File: config.mk
export PLATFORM = sky130hd
export DESIGN_NAME = wb_cmd_master_flat
export DESIGN_NICKNAME = d
export VERILOG_FILES = /design/src/rtl/wbm_pkg.sv /design/src/rtl/wb_cmd_master_if.sv /design/src/rtl/wbm_timeout_cntr.sv /design/src/rtl/wb_cmd_master.sv /design/src/flat_wrapper.sv
export SDC_FILE = /design/constraint.sdc
export NUM_CORES = 1
export LEC_CHECK = 0
export ABC_AREA = 1
export BUFFER_PORTS_ARGS = -buffer_cell sky130_fd_sc_hd__buf_2
export CELL_PAD_IN_SITES_DETAIL_PLACEMENT = 0
export CELL_PAD_IN_SITES_GLOBAL_PLACEMENT = 1
export CORE_MARGIN = 2
export CORE_UTILIZATION = 32
export CTS_CLUSTER_DIAMETER = 120
export DETAILED_ROUTE_END_ITERATION = 8
export PLACE_DENSITY = 0.77
export SLEW_MARGIN = 10
export SYNTH_ARGS = -nofsm -noshare
export SYNTH_HDL_FRONTEND = slang
export SYNTH_SLANG_ARGS = --single-unit
File: constraint.sdc
create_clock -name WB_CLK -period 1.9 [get_ports WB_CLK]
set_clock_uncertainty 0.2 [all_clocks]
set_input_delay 0.38 -clock WB_CLK [delete_from_list [all_inputs] [get_ports WB_CLK]]
set_output_delay 0.38 -clock WB_CLK [all_outputs]
set_load 0.03 [all_outputs]
File: src/rtl/wbm_pkg.sv
// Shared constants for the Wishbone command master: state encodings,
// timeout read-back value and the per-beat address increment.
package wbm_pkg;

  typedef enum logic [1:0] {
    WBM_IDLE  = 2'd0,
    WBM_FETCH = 2'd1,
    WBM_BUS   = 2'd2,
    WBM_RESP  = 2'd3
  } wbm_state_e;

  // Plain vector encodings so legacy code can compare against raw state bits
  localparam logic [1:0] ST_IDLE  = WBM_IDLE;
  localparam logic [1:0] ST_FETCH = WBM_FETCH;
  localparam logic [1:0] ST_BUS   = WBM_BUS;
  localparam logic [1:0] ST_RESP  = WBM_RESP;

  localparam logic [31:0] DEFAULT_READ_VALUE = 32'hBAD_FAB_AC;
  localparam int unsigned WORD_INCR          = 4;

endpackage

File: src/rtl/wb_cmd_master_if.sv
// Fabric-side Wishbone bus bundle driven by wb_cmd_master (master modport)
// and answered by the register responders (slave modport).
interface wb_cmd_master_if #(
  parameter int ADDRWIDTH = 17,
  parameter int DATAWIDTH = 32
);
  logic [ADDRWIDTH-1:0] WBm_ADR_o;
  logic                 WBm_CYC_o;
  logic                 WBm_STB_o;
  logic                 WBm_WE_o;
  logic                 WBm_RD_o;
  logic [3:0]           WBm_BYTE_STB_o;
  logic [DATAWIDTH-1:0] WBm_WR_DAT_o;
  logic [DATAWIDTH-1:0] WBm_RD_DAT_i;
  logic                 WBm_ACK_i;

  modport master (
    output WBm_ADR_o, WBm_CYC_o, WBm_STB_o, WBm_WE_o, WBm_RD_o,
    output WBm_BYTE_STB_o, WBm_WR_DAT_o,
    input  WBm_RD_DAT_i, WBm_ACK_i
  );

  modport slave (
    input  WBm_ADR_o, WBm_CYC_o, WBm_STB_o, WBm_WE_o, WBm_RD_o,
    input  WBm_BYTE_STB_o, WBm_WR_DAT_o,
    output WBm_RD_DAT_i, WBm_ACK_i
  );
endinterface

File: src/rtl/wbm_timeout_cntr.sv
// ACK watchdog: counts enabled cycles since the last clear and flags the
// cycle in which the TIMEOUT_CYCLES-th cycle without ACK is reached.
module wbm_timeout_cntr #(
  parameter int TIMEOUT_WIDTH  = 3,
  parameter int TIMEOUT_CYCLES = 7
) (
  input  logic clk,
  input  logic rst,
  input  logic clear,
  input  logic enable,
  output logic expired
);

  // The current cycle is counted too, so the limit is one below the cycle count
  localparam logic [TIMEOUT_WIDTH-1:0] LIMIT = TIMEOUT_WIDTH'(TIMEOUT_CYCLES - 1);

  logic [TIMEOUT_WIDTH-1:0] cnt_q;

  assign expired = enable && (cnt_q == LIMIT);

  always_ff @(posedge clk) begin
    if (rst || clear) begin
      cnt_q <= '0;
    end else if (enable && !expired) begin
      cnt_q <= cnt_q + 1'b1;
    end
  end

endmodule

File: src/rtl/wb_cmd_master.sv
// Wishbone initiator: turns valid/ready read/write commands into single or
// incrementing-burst bus cycles. Define WBM_TIMEOUT_EN to enable the ACK timeout.
module wb_cmd_master #(
  parameter int                         ADDRWIDTH          = 17,
  parameter int                         DATAWIDTH          = 32,
  parameter int                         LEN_WIDTH          = 4,
  parameter int                         TIMEOUT_WIDTH      = 3,
  parameter int                         TIMEOUT_CYCLES     = 7,
  parameter logic [DATAWIDTH-1:0]       DEFAULT_READ_VALUE = wbm_pkg::DEFAULT_READ_VALUE
) (
  input  logic                 WB_CLK,
  input  logic                 WB_RST,
  input  logic                 cmd_valid_i,
  output logic                 cmd_ready_o,
  input  logic                 cmd_we_i,
  input  logic [ADDRWIDTH-1:0] cmd_adr_i,
  input  logic [LEN_WIDTH-1:0] cmd_len_i,
  input  logic [3:0]           cmd_byte_stb_i,
  input  logic                 wdat_valid_i,
  output logic                 wdat_ready_o,
  input  logic [DATAWIDTH-1:0] wdat_i,
  output logic                 rsp_valid_o,
  input  logic                 rsp_ready_i,
  output logic [DATAWIDTH-1:0] rsp_dat_o,
  output logic                 rsp_err_o,
  output logic                 rsp_last_o,
  wb_cmd_master_if.master      wbm,
  output logic                 busy_o
);
  import wbm_pkg::*;

  logic [1:0]           state_q;
  logic                 we_q;
  logic [ADDRWIDTH-1:0] adr_q;
  logic [LEN_WIDTH-1:0] len_q;
  logic [LEN_WIDTH-1:0] beat_q;
  logic [3:0]           byte_stb_q;
  logic [DATAWIDTH-1:0] wdat_q;
  logic [DATAWIDTH-1:0] rsp_dat_q;
  logic                 err_q;
  logic                 in_bus;
  logic                 in_resp;
  logic                 last_beat;
  logic                 timeout_hit;
  logic                 unused_adr_lsb;

  assign unused_adr_lsb = ^cmd_adr_i[1:0];

`ifdef WBM_TIMEOUT_EN
  wbm_timeout_cntr #(
    .TIMEOUT_WIDTH (TIMEOUT_WIDTH),
    .TIMEOUT_CYCLES(TIMEOUT_CYCLES)
  ) u_timeout (
    .clk    (WB_CLK),
    .rst    (WB_RST),
    .clear  (!in_bus),
    .enable (in_bus && !wbm.WBm_ACK_i),
    .expired(timeout_hit)
  );
`else
  logic unused_timeout_cfg;
  assign unused_timeout_cfg = TIMEOUT_WIDTH[0] ^ TIMEOUT_CYCLES[0];
  assign timeout_hit        = 1'b0;
`endif

  assign in_bus    = (state_q == ST_BUS);
  assign in_resp   = (state_q == ST_RESP);
  assign last_beat = (beat_q == len_q) || err_q;

  assign cmd_ready_o  = (state_q == ST_IDLE);
  assign wdat_ready_o = (state_q == ST_FETCH);
  assign busy_o       = (state_q != ST_IDLE);

  // Response fields are only meaningful in RESP; elsewhere they read as zero
  assign rsp_valid_o = in_resp;
  assign rsp_dat_o   = in_resp ? rsp_dat_q : '0;
  assign rsp_err_o   = in_resp && err_q;
  assign rsp_last_o  = in_resp && last_beat;

  // NOTE: combinational outputs get a default first so no path leaves them unassigned (no latch).
  always_comb begin
    wbm.WBm_CYC_o      = 1'b0;
    wbm.WBm_STB_o      = 1'b0;
    wbm.WBm_WE_o       = 1'b0;
    wbm.WBm_RD_o       = 1'b0;
    wbm.WBm_ADR_o      = '0;
    wbm.WBm_BYTE_STB_o = '0;
    wbm.WBm_WR_DAT_o   = '0;
    if (in_bus) begin
      wbm.WBm_CYC_o      = 1'b1;
      wbm.WBm_STB_o      = 1'b1;
      wbm.WBm_WE_o       = we_q;
      wbm.WBm_RD_o       = !we_q;
      wbm.WBm_ADR_o      = adr_q;
      wbm.WBm_BYTE_STB_o = byte_stb_q;
      wbm.WBm_WR_DAT_o   = wdat_q;
    end
  end

  // NOTE: state is updated with non-blocking assignments so every register samples pre-edge values.
  always_ff @(posedge WB_CLK) begin
    if (WB_RST) begin
      state_q    <= ST_IDLE;
      we_q       <= 1'b0;
      adr_q      <= '0;
      len_q      <= '0;
      beat_q     <= '0;
      byte_stb_q <= '0;
      wdat_q     <= '0;
      rsp_dat_q  <= '0;
      err_q      <= 1'b0;
    end else begin
      case (state_q)
        ST_IDLE: begin
          if (cmd_valid_i) begin
            we_q       <= cmd_we_i;
            adr_q      <= {cmd_adr_i[ADDRWIDTH-1:2], 2'b00};
            len_q      <= cmd_len_i;
            byte_stb_q <= cmd_byte_stb_i;
            beat_q     <= '0;
            err_q      <= 1'b0;
            state_q    <= cmd_we_i ? ST_FETCH : ST_BUS;
          end
        end
        ST_FETCH: begin
          if (wdat_valid_i) begin
            wdat_q  <= wdat_i;
            state_q <= ST_BUS;
          end
        end
        ST_BUS: begin
          // An ACK in the expiry cycle still completes the beat normally
          if (wbm.WBm_ACK_i) begin
            rsp_dat_q <= we_q ? '0 : wbm.WBm_RD_DAT_i;
            err_q     <= 1'b0;
            state_q   <= ST_RESP;
          end else if (timeout_hit) begin
            rsp_dat_q <= DEFAULT_READ_VALUE;
            err_q     <= 1'b1;
            state_q   <= ST_RESP;
          end
        end
        ST_RESP: begin
          if (rsp_ready_i) begin
            if (last_beat) begin
              state_q <= ST_IDLE;
            end else begin
              beat_q  <= beat_q + 1'b1;
              adr_q   <= adr_q + ADDRWIDTH'(WORD_INCR);
              state_q <= we_q ? ST_FETCH : ST_BUS;
            end
          end
        end
        default: state_q <= ST_IDLE;
      endcase
    end
  end

endmodule

File: src/flat_wrapper.sv
// flat-port wrapper written by rule: the top's interface ports become plain ports
module wb_cmd_master_flat import wbm_pkg::*;
#(
  parameter int                         ADDRWIDTH          = 17,
  parameter int                         DATAWIDTH          = 32,
  parameter int                         LEN_WIDTH          = 4,
  parameter int                         TIMEOUT_WIDTH      = 3,
  parameter int                         TIMEOUT_CYCLES     = 7,
  parameter logic [DATAWIDTH-1:0]       DEFAULT_READ_VALUE = wbm_pkg::DEFAULT_READ_VALUE
)
  (WB_CLK, WB_RST, cmd_valid_i, cmd_ready_o, cmd_we_i, cmd_adr_i, cmd_len_i, cmd_byte_stb_i, wdat_valid_i, wdat_ready_o, wdat_i, rsp_valid_o, rsp_ready_i, rsp_dat_o, rsp_err_o, rsp_last_o, busy_o, wbm_WBm_ADR_o, wbm_WBm_CYC_o, wbm_WBm_STB_o, wbm_WBm_WE_o, wbm_WBm_RD_o, wbm_WBm_BYTE_STB_o, wbm_WBm_WR_DAT_o, wbm_WBm_RD_DAT_i, wbm_WBm_ACK_i);
  wb_cmd_master_if #(.ADDRWIDTH(ADDRWIDTH), .DATAWIDTH(DATAWIDTH)) wbm_i ();
  input  logic WB_CLK;
  input  logic WB_RST;
  input  logic cmd_valid_i;
  output logic cmd_ready_o;
  input  logic cmd_we_i;
  input  logic [ADDRWIDTH-1:0] cmd_adr_i;
  input  logic [LEN_WIDTH-1:0] cmd_len_i;
  input  logic [3:0] cmd_byte_stb_i;
  input  logic wdat_valid_i;
  output logic wdat_ready_o;
  input  logic [DATAWIDTH-1:0] wdat_i;
  output logic rsp_valid_o;
  input  logic rsp_ready_i;
  output logic [DATAWIDTH-1:0] rsp_dat_o;
  output logic rsp_err_o;
  output logic rsp_last_o;
  output logic busy_o;
  output wire logic [$bits(wbm_i.WBm_ADR_o)-1:0] wbm_WBm_ADR_o;
  output wire logic [$bits(wbm_i.WBm_CYC_o)-1:0] wbm_WBm_CYC_o;
  output wire logic [$bits(wbm_i.WBm_STB_o)-1:0] wbm_WBm_STB_o;
  output wire logic [$bits(wbm_i.WBm_WE_o)-1:0] wbm_WBm_WE_o;
  output wire logic [$bits(wbm_i.WBm_RD_o)-1:0] wbm_WBm_RD_o;
  output wire logic [$bits(wbm_i.WBm_BYTE_STB_o)-1:0] wbm_WBm_BYTE_STB_o;
  output wire logic [$bits(wbm_i.WBm_WR_DAT_o)-1:0] wbm_WBm_WR_DAT_o;
  input wire logic [$bits(wbm_i.WBm_RD_DAT_i)-1:0] wbm_WBm_RD_DAT_i;
  input wire logic [$bits(wbm_i.WBm_ACK_i)-1:0] wbm_WBm_ACK_i;
  assign wbm_WBm_ADR_o = wbm_i.WBm_ADR_o;
  assign wbm_WBm_CYC_o = wbm_i.WBm_CYC_o;
  assign wbm_WBm_STB_o = wbm_i.WBm_STB_o;
  assign wbm_WBm_WE_o = wbm_i.WBm_WE_o;
  assign wbm_WBm_RD_o = wbm_i.WBm_RD_o;
  assign wbm_WBm_BYTE_STB_o = wbm_i.WBm_BYTE_STB_o;
  assign wbm_WBm_WR_DAT_o = wbm_i.WBm_WR_DAT_o;
  assign wbm_i.WBm_RD_DAT_i = wbm_WBm_RD_DAT_i;
  assign wbm_i.WBm_ACK_i = wbm_WBm_ACK_i;
  wb_cmd_master #(.ADDRWIDTH(ADDRWIDTH), .DATAWIDTH(DATAWIDTH), .LEN_WIDTH(LEN_WIDTH), .TIMEOUT_WIDTH(TIMEOUT_WIDTH), .TIMEOUT_CYCLES(TIMEOUT_CYCLES), .DEFAULT_READ_VALUE(DEFAULT_READ_VALUE)) u_core (.WB_CLK(WB_CLK), .WB_RST(WB_RST), .cmd_valid_i(cmd_valid_i), .cmd_ready_o(cmd_ready_o), .cmd_we_i(cmd_we_i), .cmd_adr_i(cmd_adr_i), .cmd_len_i(cmd_len_i), .cmd_byte_stb_i(cmd_byte_stb_i), .wdat_valid_i(wdat_valid_i), .wdat_ready_o(wdat_ready_o), .wdat_i(wdat_i), .rsp_valid_o(rsp_valid_o), .rsp_ready_i(rsp_ready_i), .rsp_dat_o(rsp_dat_o), .rsp_err_o(rsp_err_o), .rsp_last_o(rsp_last_o), .wbm(wbm_i), .busy_o(busy_o));
endmodule
Yosys cells after proc, flatten, opt, wreduce, memory -nomap -nowiden
Index checks and enable logic that the tools add are counted.
{"block": "totals", "register_bits": 97}
{"block": "op_classes", "muxes": 27, "n_reduce_logical": 14, "n_eq_ne": 9, "addsub": 2}
{"op": "32-bit 2-to-1 mux", "n": 3}
{"op": "17-bit 2-to-1 mux", "n": 4}
{"op": "17-bit case mux with 2 select lines", "n": 1}
{"op": "17-bit by 3-bit adder with 17-bit output, second input constant", "n": 1}
{"op": "4-bit 2-to-1 mux", "n": 4}
{"op": "2-bit 2-to-1 mux", "n": 7}
{"op": "2-bit inequality test, second input constant", "n": 5}
{"op": "2-bit case mux with 4 select lines", "n": 1}
{"op": "4-bit case mux with 2 select lines", "n": 1}
{"op": "4-bit AND reduction", "n": 2}
{"op": "2-bit AND reduction", "n": 3}
{"op": "2-bit nonzero test", "n": 3}
{"op": "1-bit 2-to-1 mux", "n": 5}
{"op": "4-bit by 1-bit adder with 4-bit output, second input constant", "n": 1}
{"op": "2-bit == test, second input constant", "n": 2}
{"op": "4-bit == test", "n": 1}
{"op": "3-bit AND reduction", "n": 1}
{"op": "2-bit by 1-bit == test with 1-bit output, second input constant", "n": 1}
{"op": "1-bit logical AND", "n": 2}
{"op": "2-bit logical NOT", "n": 1}
{"op": "1-bit case mux with 2 select lines", "n": 1}
{"op": "1-bit logical NOT", "n": 1}
{"op": "1-bit logical OR", "n": 1}

Logic depth before layout (Yosys ltp)
Gate-level depths: netlist of the first run.
{"block": "depth", "ltp_word": 5, "depth_mapped": 10}

Worst setup path before layout of the first run
OpenSTA, ideal clock, no wires.
{"block": "synth_path", "path_kind": "register -> output", "from": "reg u_core.state_q[1]", "to": "out rsp_dat_o[10]", "n_path_buf": 3, "path_slack_ps": -117, "arrival_ps": 1437, "path_stages_with_launch": 6, "path_cell_list": "dfxtp_1 nand2_2 buf_2 buf_2 buf_2 nor2_1"}
{"block": "synth_between", "elab_chain_len": 2}
{"element": "start, declared", "line": "wb_cmd_master.sv:32", "rtl": "logic [1:0] state_q;"}
{"element": "start signal, assigned", "line": "wb_cmd_master.sv:122", "rtl": "state_q <= cmd_we_i ? ST_FETCH : ST_BUS;"}
{"element": "start signal, assigned", "line": "wb_cmd_master.sv:150", "rtl": "state_q <= we_q ? ST_FETCH : ST_BUS;"}
{"element": "2-bit == test", "line": "wb_cmd_master.sv:67", "rtl": "assign in_resp = (state_q == ST_RESP);"}
{"element": "32-bit 2-to-1 mux", "line": "wb_cmd_master.sv:76", "rtl": "assign rsp_dat_o = in_resp ? rsp_dat_q : '0;"}
{"element": "end, declared", "line": "flat_wrapper.sv:26", "rtl": "output logic [DATAWIDTH-1:0] rsp_dat_o;"}
No other way between the ends.

Worst setup path in the final report of the first run
{"block": "layout_path", "from": "reg u_core.state_q[1]", "to": "out wbm_WBm_WR_DAT_o[23]"}
{"block": "layout_between", "elab_chain_len": 2}
{"element": "2-bit == test", "line": "wb_cmd_master.sv:66", "rtl": "assign in_bus = (state_q == ST_BUS);"}
{"element": "32-bit 2-to-1 mux", "line": "wb_cmd_master.sv:89", "rtl": "if (in_bus) begin"}
{"element": "end, declared", "line": "flat_wrapper.sv:36", "rtl": "output wire logic [$bits(wbm_i.WBm_WR_DAT_o)-1:0] wbm_WBm_WR_DAT_o;"}
No other way between the ends.

==> results of run 1 <==
## sequential cells by signal, summed over array words and instances, names as in the netlist
name	cells
u_core.we_q	1
u_core.beat_q	4
u_core.wdat_q	32
u_core.byte_stb_q	4
u_core.adr_q	15
u_core.len_q	4
u_core.rsp_dat_q	32
u_core.state_q	2
## cells in the mapped netlist (2+ instances only)
library cell and number:
nand2_1 143, nor2_1 132, inv_1 103, dfxtp_1 94, a21oi_1 84, o21ai_0 49
nand3_1 24, clkbuf_1 14, buf_2 13, buf_1 8, buf_4 5, nand4_1 5
o21ai_1 5, o21ai_2 5, a21oi_2 3, inv_2 3, nand2_2 3, or2_2 3
ha_1 2, nand2_4 2, nor3_1 2, o22ai_1 2
## timing repair
action,4_1_cts,5_1_grt
resized for setup,160,109
buffers inserted,3,5
pin swaps,1,3
cloned,2,3
endpoints found under the setup margin,91,93
## metal layers
metal / track usage [%] / up-vias / part of all wire (%)
met2: 26.7 / 158 / 43
met1: 24.0 / 2229 / 47
met4: 4.89 / 0 / 1.4
met5: 0 / - / 0
li1: - / 2585 / -
met3: 6.36 / 13 / 7.9
## worst paths after layout
| kind | from | endpoint | slack, ps |
|---|---|---|---|
| hold / removal | wbm_WBm_RD_DAT_i[2] | u_core.rsp_dat_q[2]$_SDFFE_PP0P_ | 80 |
| setup / recovery | u_core.state_q[1]$_SDFFE_PP0P_ | wbm_WBm_WR_DAT_o[23] | -50 |
| setup reg to reg | u_core.state_q[0]$_SDFFE_PP0P_ | u_core.adr_q[4]$_SDFFE_PP0P_ | 90 |
| hold reg to reg | u_core.rsp_dat_q[27]$_SDFFE_PP0P_ | u_core.rsp_dat_q[27]$_SDFFE_PP0P_ | 260 |
## layout make-up
cell class / count / share of cell area, %
repair buffers: 219 / 25.5
clock inverters: 6 / 0.570
multi-input cells: 472 / 34.5
clock buffers: 9 / 3.21
flip-flops and latches: 94 / 27.0
well taps: 180 / 3.21
inverters: 108 / 5.95
## metrics by stage
stage / power [mW] / hold WS, ps / TNS (ps) / worst slack, ps
detailed placement: 5.74 / 243 / 0 / 88.4
global placement: 5.72 / 239 / 0 / 100
floorplan: 4.82 / 229 / -3510 / -117
CTS: 8.08 / 64.3 / -2520 / -78.2
finish: 8.35 / 78.8 / -1040 / -54.2
global route: 8.97 / 72.3 / -6700 / -131
## tightest hold or removal path: stages
cell and delay (ps):
buf_2 90, nand2_1 50, a21oi_1 50
## cells by family after synthesis
logic type      count (synthesis)  synth area share (%)
compound gates                149                  17.0
fa+ha+maj                       2                 0.540
other cells                     1                0.0810
flops                          94                  40.6
buf+inv                       150                  13.5
simple gates                  318                  28.3
## where the power goes
group / leakage [nW] / switching (mW) / internal (mW)
Combinational: 1.96 / 2.49 / 1.55
Clock: 0.131 / 0.772 / 0.877
Sequential: 0.771 / 0.246 / 2.42
Total: 2.86 / 3.51 / 4.84
==> metrics, run 1 <==
Synth Cell Area=0.00463 mm²; critical path fanouts, max=10; first-pass GRT wire length=22.7 mm; fillcell total=1448; worst stage delay on the critical path=350 ps; final period utilization=103%; initial detailed-routing violation count=222; die area=0.0155 mm²; gp weighted congestion=0.819; slowest CP cell=dfxtp_2; initial antenna violation count=1; I/O Buffers=185; Layout Nets=1002; final cell count without fillers=1088; Worst path top cell family by delay=buffers and inverters; register area=0.00190 mm²; worst endpoint required time=1320 ps; commonest non-fill, non-tap cell in the layout=nand2_1; Die X=124 µm; Slew Viols, Final=0; most frequent cells in the layout=nand2_1 (139), inv_1 (100), buf_2 (96), dfxtp_1 (86), a21oi_1 (84); Die Y=124 µm; Clock transition at path regs=60 ps; Num Clock Sinks=94; GRT Total Usage=17.7%; ant diodes=0; RSZ-0062 raised after global routing=yes; CP cell instances=buf_6 > nand2_8 > clkbuf_16 > nor2_1 > buf_4; Initial DRT Pass Iterations=4; final worst slack=-54.2 ps; routed vias/inst=4.58; crit start category=flop; Routed Antenna Nets=0; pwr/cell area=1190 mW/mm²; largest net degree at the start of global routing=65; status=finished with violations; Levels on crit path=5; via count=4985; Crit. End Element=primary output; post-synthesis sequential area ratio=40.6%; Worst VDD drop=0.612 mV; FF+latch count, synth=94; Post-synth EDFFs=0; CTS buffer count=9; I/O Pins=191; Synth area leader=dfxtp_1; Final Hold Violating Endpoints=0; Fmax=512 MHz; CTS tree=done; Post-Route Utilization=50.2%; FFs w/ async S/R, synth=0%; final setup violation count=54; Clk Latency, worst-skew pair=340 ps; Gate Count Post-Synth=714; number of global-route vias before repair=4631; average wire per standard cell=13.0 µm; Avg Cell Area, Syn=6.49 µm²; Synth area leaders=dfxtp_1 (41%), nand2_1 (12%), nor2_1 (11%); R2R cell count=9; H-tree depth=3; Worst Hold Class=primary input to flop; Final Critical Period=1950 ps; top cell type's share of synthesized area=40.6%; Initial Utilization=33.1%; failing checks=negative setup slack; cts hold-fix bufs=0; grt total ovfl=0; num rows=43; critical path class=flop to primary output; Area Overhead vs Synth=51.6%; dpl cells=1060; max_cap viols=0; prevailing post-synth register cell=dfxtp_1; Synth Warn #=0; Buffers & Inverters on Critical Path=3; WHS Path Cells=3; HPWL Detailed=9.45 mm; total core area=0.0140 mm²; Design Area, Final=0.00702 mm²; leakage power=2.86 nW; dpl cell area=0.00582 mm²; fraction of layout cells with a size suffix above 1=36.6%; Multi-input gate area=0.00242 mm²; clk buf depth=2; Netlist cell types=32; final wirelength=14.1 mm; CP arrival=1370 ps; Residual DRC=0; Root Driver=clkbuf_16
Note: power is estimated with default switching activity, not from simulation.
==> run 2: changes to the inputs <==
--- a/config.mk
+++ b/config.mk
@@ -9,7 +9,6 @@
 export BUFFER_PORTS_ARGS = -buffer_cell sky130_fd_sc_hd__buf_2
 export CELL_PAD_IN_SITES_DETAIL_PLACEMENT = 0
 export CELL_PAD_IN_SITES_GLOBAL_PLACEMENT = 1
-export CORE_MARGIN = 2
 export CORE_UTILIZATION = 32
 export CTS_CLUSTER_DIAMETER = 120
 export DETAILED_ROUTE_END_ITERATION = 8
==> run 2 against run 1 <==
Count of clock-buffer cells in the layout rose by 3. Clock power rose by 7%. Via count increased by 0.52%. Hold slack worse by 6.0 ps. Die area down 3.2%. Largest power group unchanged. Routed wire length increased by 0.81%. Critical path depth stayed put. Global-route usage increased by 1.3 points. Flip-flop and latch count stayed put. Worst setup slack improved by 20 ps. First-iteration DRC count grew 4.1%. The run still ends with negative setup slack left. Non-clock buffer count rose by 3.
==> metrics, run 2 (same netlist as run 1, synthesis figures left out) <==
critical path fanouts, max=11 (was 10); num rows=43 (unchanged); pwr/cell area=1200 mW/mm² (was 1190 mW/mm²); Clk Latency, worst-skew pair=340 ps (about the same); GRT Total Usage=19.1% (was 17.7%); Worst VDD drop=0.656 mV (was 0.612 mV); Num Clock Sinks=94 (unchanged); internal power=5.04 mW (was 4.84 mW); Crit. End Element=primary output (unchanged); CTS buffer count=9 (unchanged); total core area=0.0140 mm² (unchanged); status=finished with violations (unchanged); R2R cell count=8 (was 9); grt total ovfl=0 (unchanged); final period utilization=102% (was 103%); most frequent cells in the layout=nand2_1 (138), inv_1 (99), buf_2 (96), dfxtp_1 (85), a21oi_1 (78) (was nand2_1 (139), inv_1 (100), buf_2 (96), dfxtp_1 (86), a21oi_1 (84)); hold_ws=72.7 ps (was 78.8 ps); I/O Buffers=185 (unchanged); failing checks=negative setup slack (unchanged); critical path endpoint=wbm_WBm_BYTE_STB_o[0] (was wbm_WBm_WR_DAT_o[23]); pre-CTS setup slack=96.5 ps (was 88.4 ps); Worst Hold Class=primary input to flop (unchanged); CP arrival=1350 ps (was 1370 ps); initial detailed-routing violation count=231 (was 222); grt peak-use layer=met2 (unchanged); H-tree depth=3 (unchanged); Clock power frac=20.3% (was 19.8%); Area Overhead vs Synth=56.6% (was 51.6%); Final Power=8.67 mW (was 8.35 mW); Clock transition at path regs=70 ps (was 60 ps); average wire per standard cell=13.0 µm (about the same); critical path class=flop to primary output (unchanged); Residual DRC=0 (unchanged); gp weighted congestion=0.812 (was 0.819); combinational share of power=48.7% (was 48.4%); crit start category=flop (unchanged); net switching fraction of the power=41.9% (was 42.0%); Layout Nets=1005 (was 1002); Routed Antenna Nets=0 (unchanged); Post-Route Utilization=51.9% (was 50.2%); GRT met2 Usage=30.7% (was 26.7%); met1 usage=23.7% (was 24.0%); Final Hold Violating Endpoints=0 (unchanged); fraction of layout cells with a size suffix above 1=39.1% (was 36.6%); via count=5011 (was 4985); Root Driver=clkbuf_16 (unchanged); dpl cells=1058 (was 1060); Initial Utilization=33.1% (unchanged); R2R Path End=u_core.rsp_dat_q[9]$_SDFFE_PP0P_ (was u_core.adr_q[4]$_SDFFE_PP0P_); final cell count without fillers=1092 (was 1088); Slew Viols, Final=0 (unchanged); ant diodes=0 (unchanged); RSZ-0062 raised after global routing=yes (unchanged); clk buf depth=2 (unchanged); largest net degree at the start of global routing=50 (was 65); final setup violation count=61 (was 54); Fmax=517 MHz (was 512 MHz); Multi-input gate area=0.00250 mm² (was 0.00242 mm²); final worst slack=-34.5 ps (was -54.2 ps); initial antenna violation count=0 (was 1); routed vias/inst=4.59 (was 4.58); fillcell total=1422 (was 1448); die area=0.0150 mm² (was 0.0155 mm²); worst endpoint required time=1320 ps (about the same); register area=0.00190 mm² (about the same); reg2reg start=u_core.state_q[0]$_SDFFE_PP0P_ (unchanged); largest registers=u_core.rsp_dat_q (32), u_core.wdat_q (32), u_core.adr_q (15) (unchanged); M3 GR Usage=6.37% (was 6.36%); max_cap viols=0 (unchanged); final wirelength=14.2 mm (was 14.1 mm); commonest non-fill, non-tap cell in the layout=nand2_1 (unchanged); HPWL Detailed=9.25 mm (was 9.45 mm); switching pwr=3.63 mW (was 3.51 mW); leakage power=2.91 nW (was 2.86 nW); Die X=122 µm (was 124 µm); number of global-route vias before repair=4552 (was 4631); Critical Path Start=u_core.state_q[0]$_SDFFE_PP0P_ (was u_core.state_q[1]$_SDFFE_PP0P_); Initial DRT Pass Iterations=4 (unchanged); first-pass GRT wire length=22.3 mm (was 22.7 mm); CTS tree=done (unchanged); Final Critical Period=1930 ps (was 1950 ps); Sequential Power Share=30.9% (was 31.9%); I/O Pins=191 (unchanged); Die Y=122 µm (was 124 µm); Reg2Reg Setup Slack=90 ps (about the same)
## run 2: cell types whose count changed in the layout (fill, tap and decap cells not counted), sizes merged
cell / previous run / this run
inv: 107 / 108
clkinv: 6 / 3
bufbuf: 0 / 1
clkbuf: 11 / 13
buf: 217 / 220
## run 2: area by class of cell
type / count / share of cell area [%]
clock buffers: 12 / 3.54
clock inverters: 4 / 0.414
inverters: 108 / 5.90
multi-input cells: 472 / 34.5
flip-flops and latches: 94 / 26.2
well taps: 180 / 3.11
repair buffers: 222 / 26.4
## run 2: what timing repair did
item | CTS | global route
setup endpoints to repair | 90 | 95
pin swaps | 3 | 4
hold buffers | 0 | 0
cloned | 4 | 2
gates resized for setup | 186 | 106
buffers inserted | 6 | 6
## run 2: critical path: stages (launching register included)
cell and delay (ps):
dfxtp_4 380, inv_4 80, nand2_8 100, buf_12 180, nor2_2 110, buf_6 140
## run 2: per-layer routing
metal / share of wire [%] / vias up
met3: 9.1 / 10
met4: 1.1 / 0
met2: 45 / 161
met1: 44 / 2244
li1: - / 2596
met5: 0 / -
## run 2: worst min-delay path by stage
stage                                        end                            from  depth (start not counted)  slack [ps]
3_5_place_dp       u_core.wdat_q[6]$_SDFFE_PP0P_   u_core.wdat_q[6]$_SDFFE_PP0P_                          2         240
6_report       u_core.rsp_dat_q[15]$_SDFFE_PP0P_            wbm_WBm_RD_DAT_i[15]                          3          70
4_1_cts        u_core.rsp_dat_q[15]$_SDFFE_PP0P_            wbm_WBm_RD_DAT_i[15]                          3          60
2_1_floorplan      u_core.wdat_q[2]$_SDFFE_PP0P_   u_core.wdat_q[2]$_SDFFE_PP0P_                          2         230
5_1_grt        u_core.rsp_dat_q[29]$_SDFFE_PP0P_            wbm_WBm_RD_DAT_i[29]                          3          70
3_3_place_gp      u_core.wdat_q[17]$_SDFFE_PP0P_  u_core.wdat_q[17]$_SDFFE_PP0P_                          2         240
## run 2: power groups by stage
stage                     Sequential (mW)  Clock (mW)  Combinational, mW
after floorplan                      2.63           0               2.19
after global routing                 2.74        1.92               4.63
after CTS                            2.66        1.83               3.81
after detailed placement             2.67           0               3.07
final                                2.68        1.76               4.22
after global placement               2.67           0               3.07
## run 2: stage by stage
step,setup TNS [ps],cell area (µm²)
2_1_floorplan,-3510,4640
3_3_place_gp,0,5830
3_5_place_dp,0,5830
4_1_cts,-1560,6800
5_1_grt,-6910,7250
6_report,-627,7250
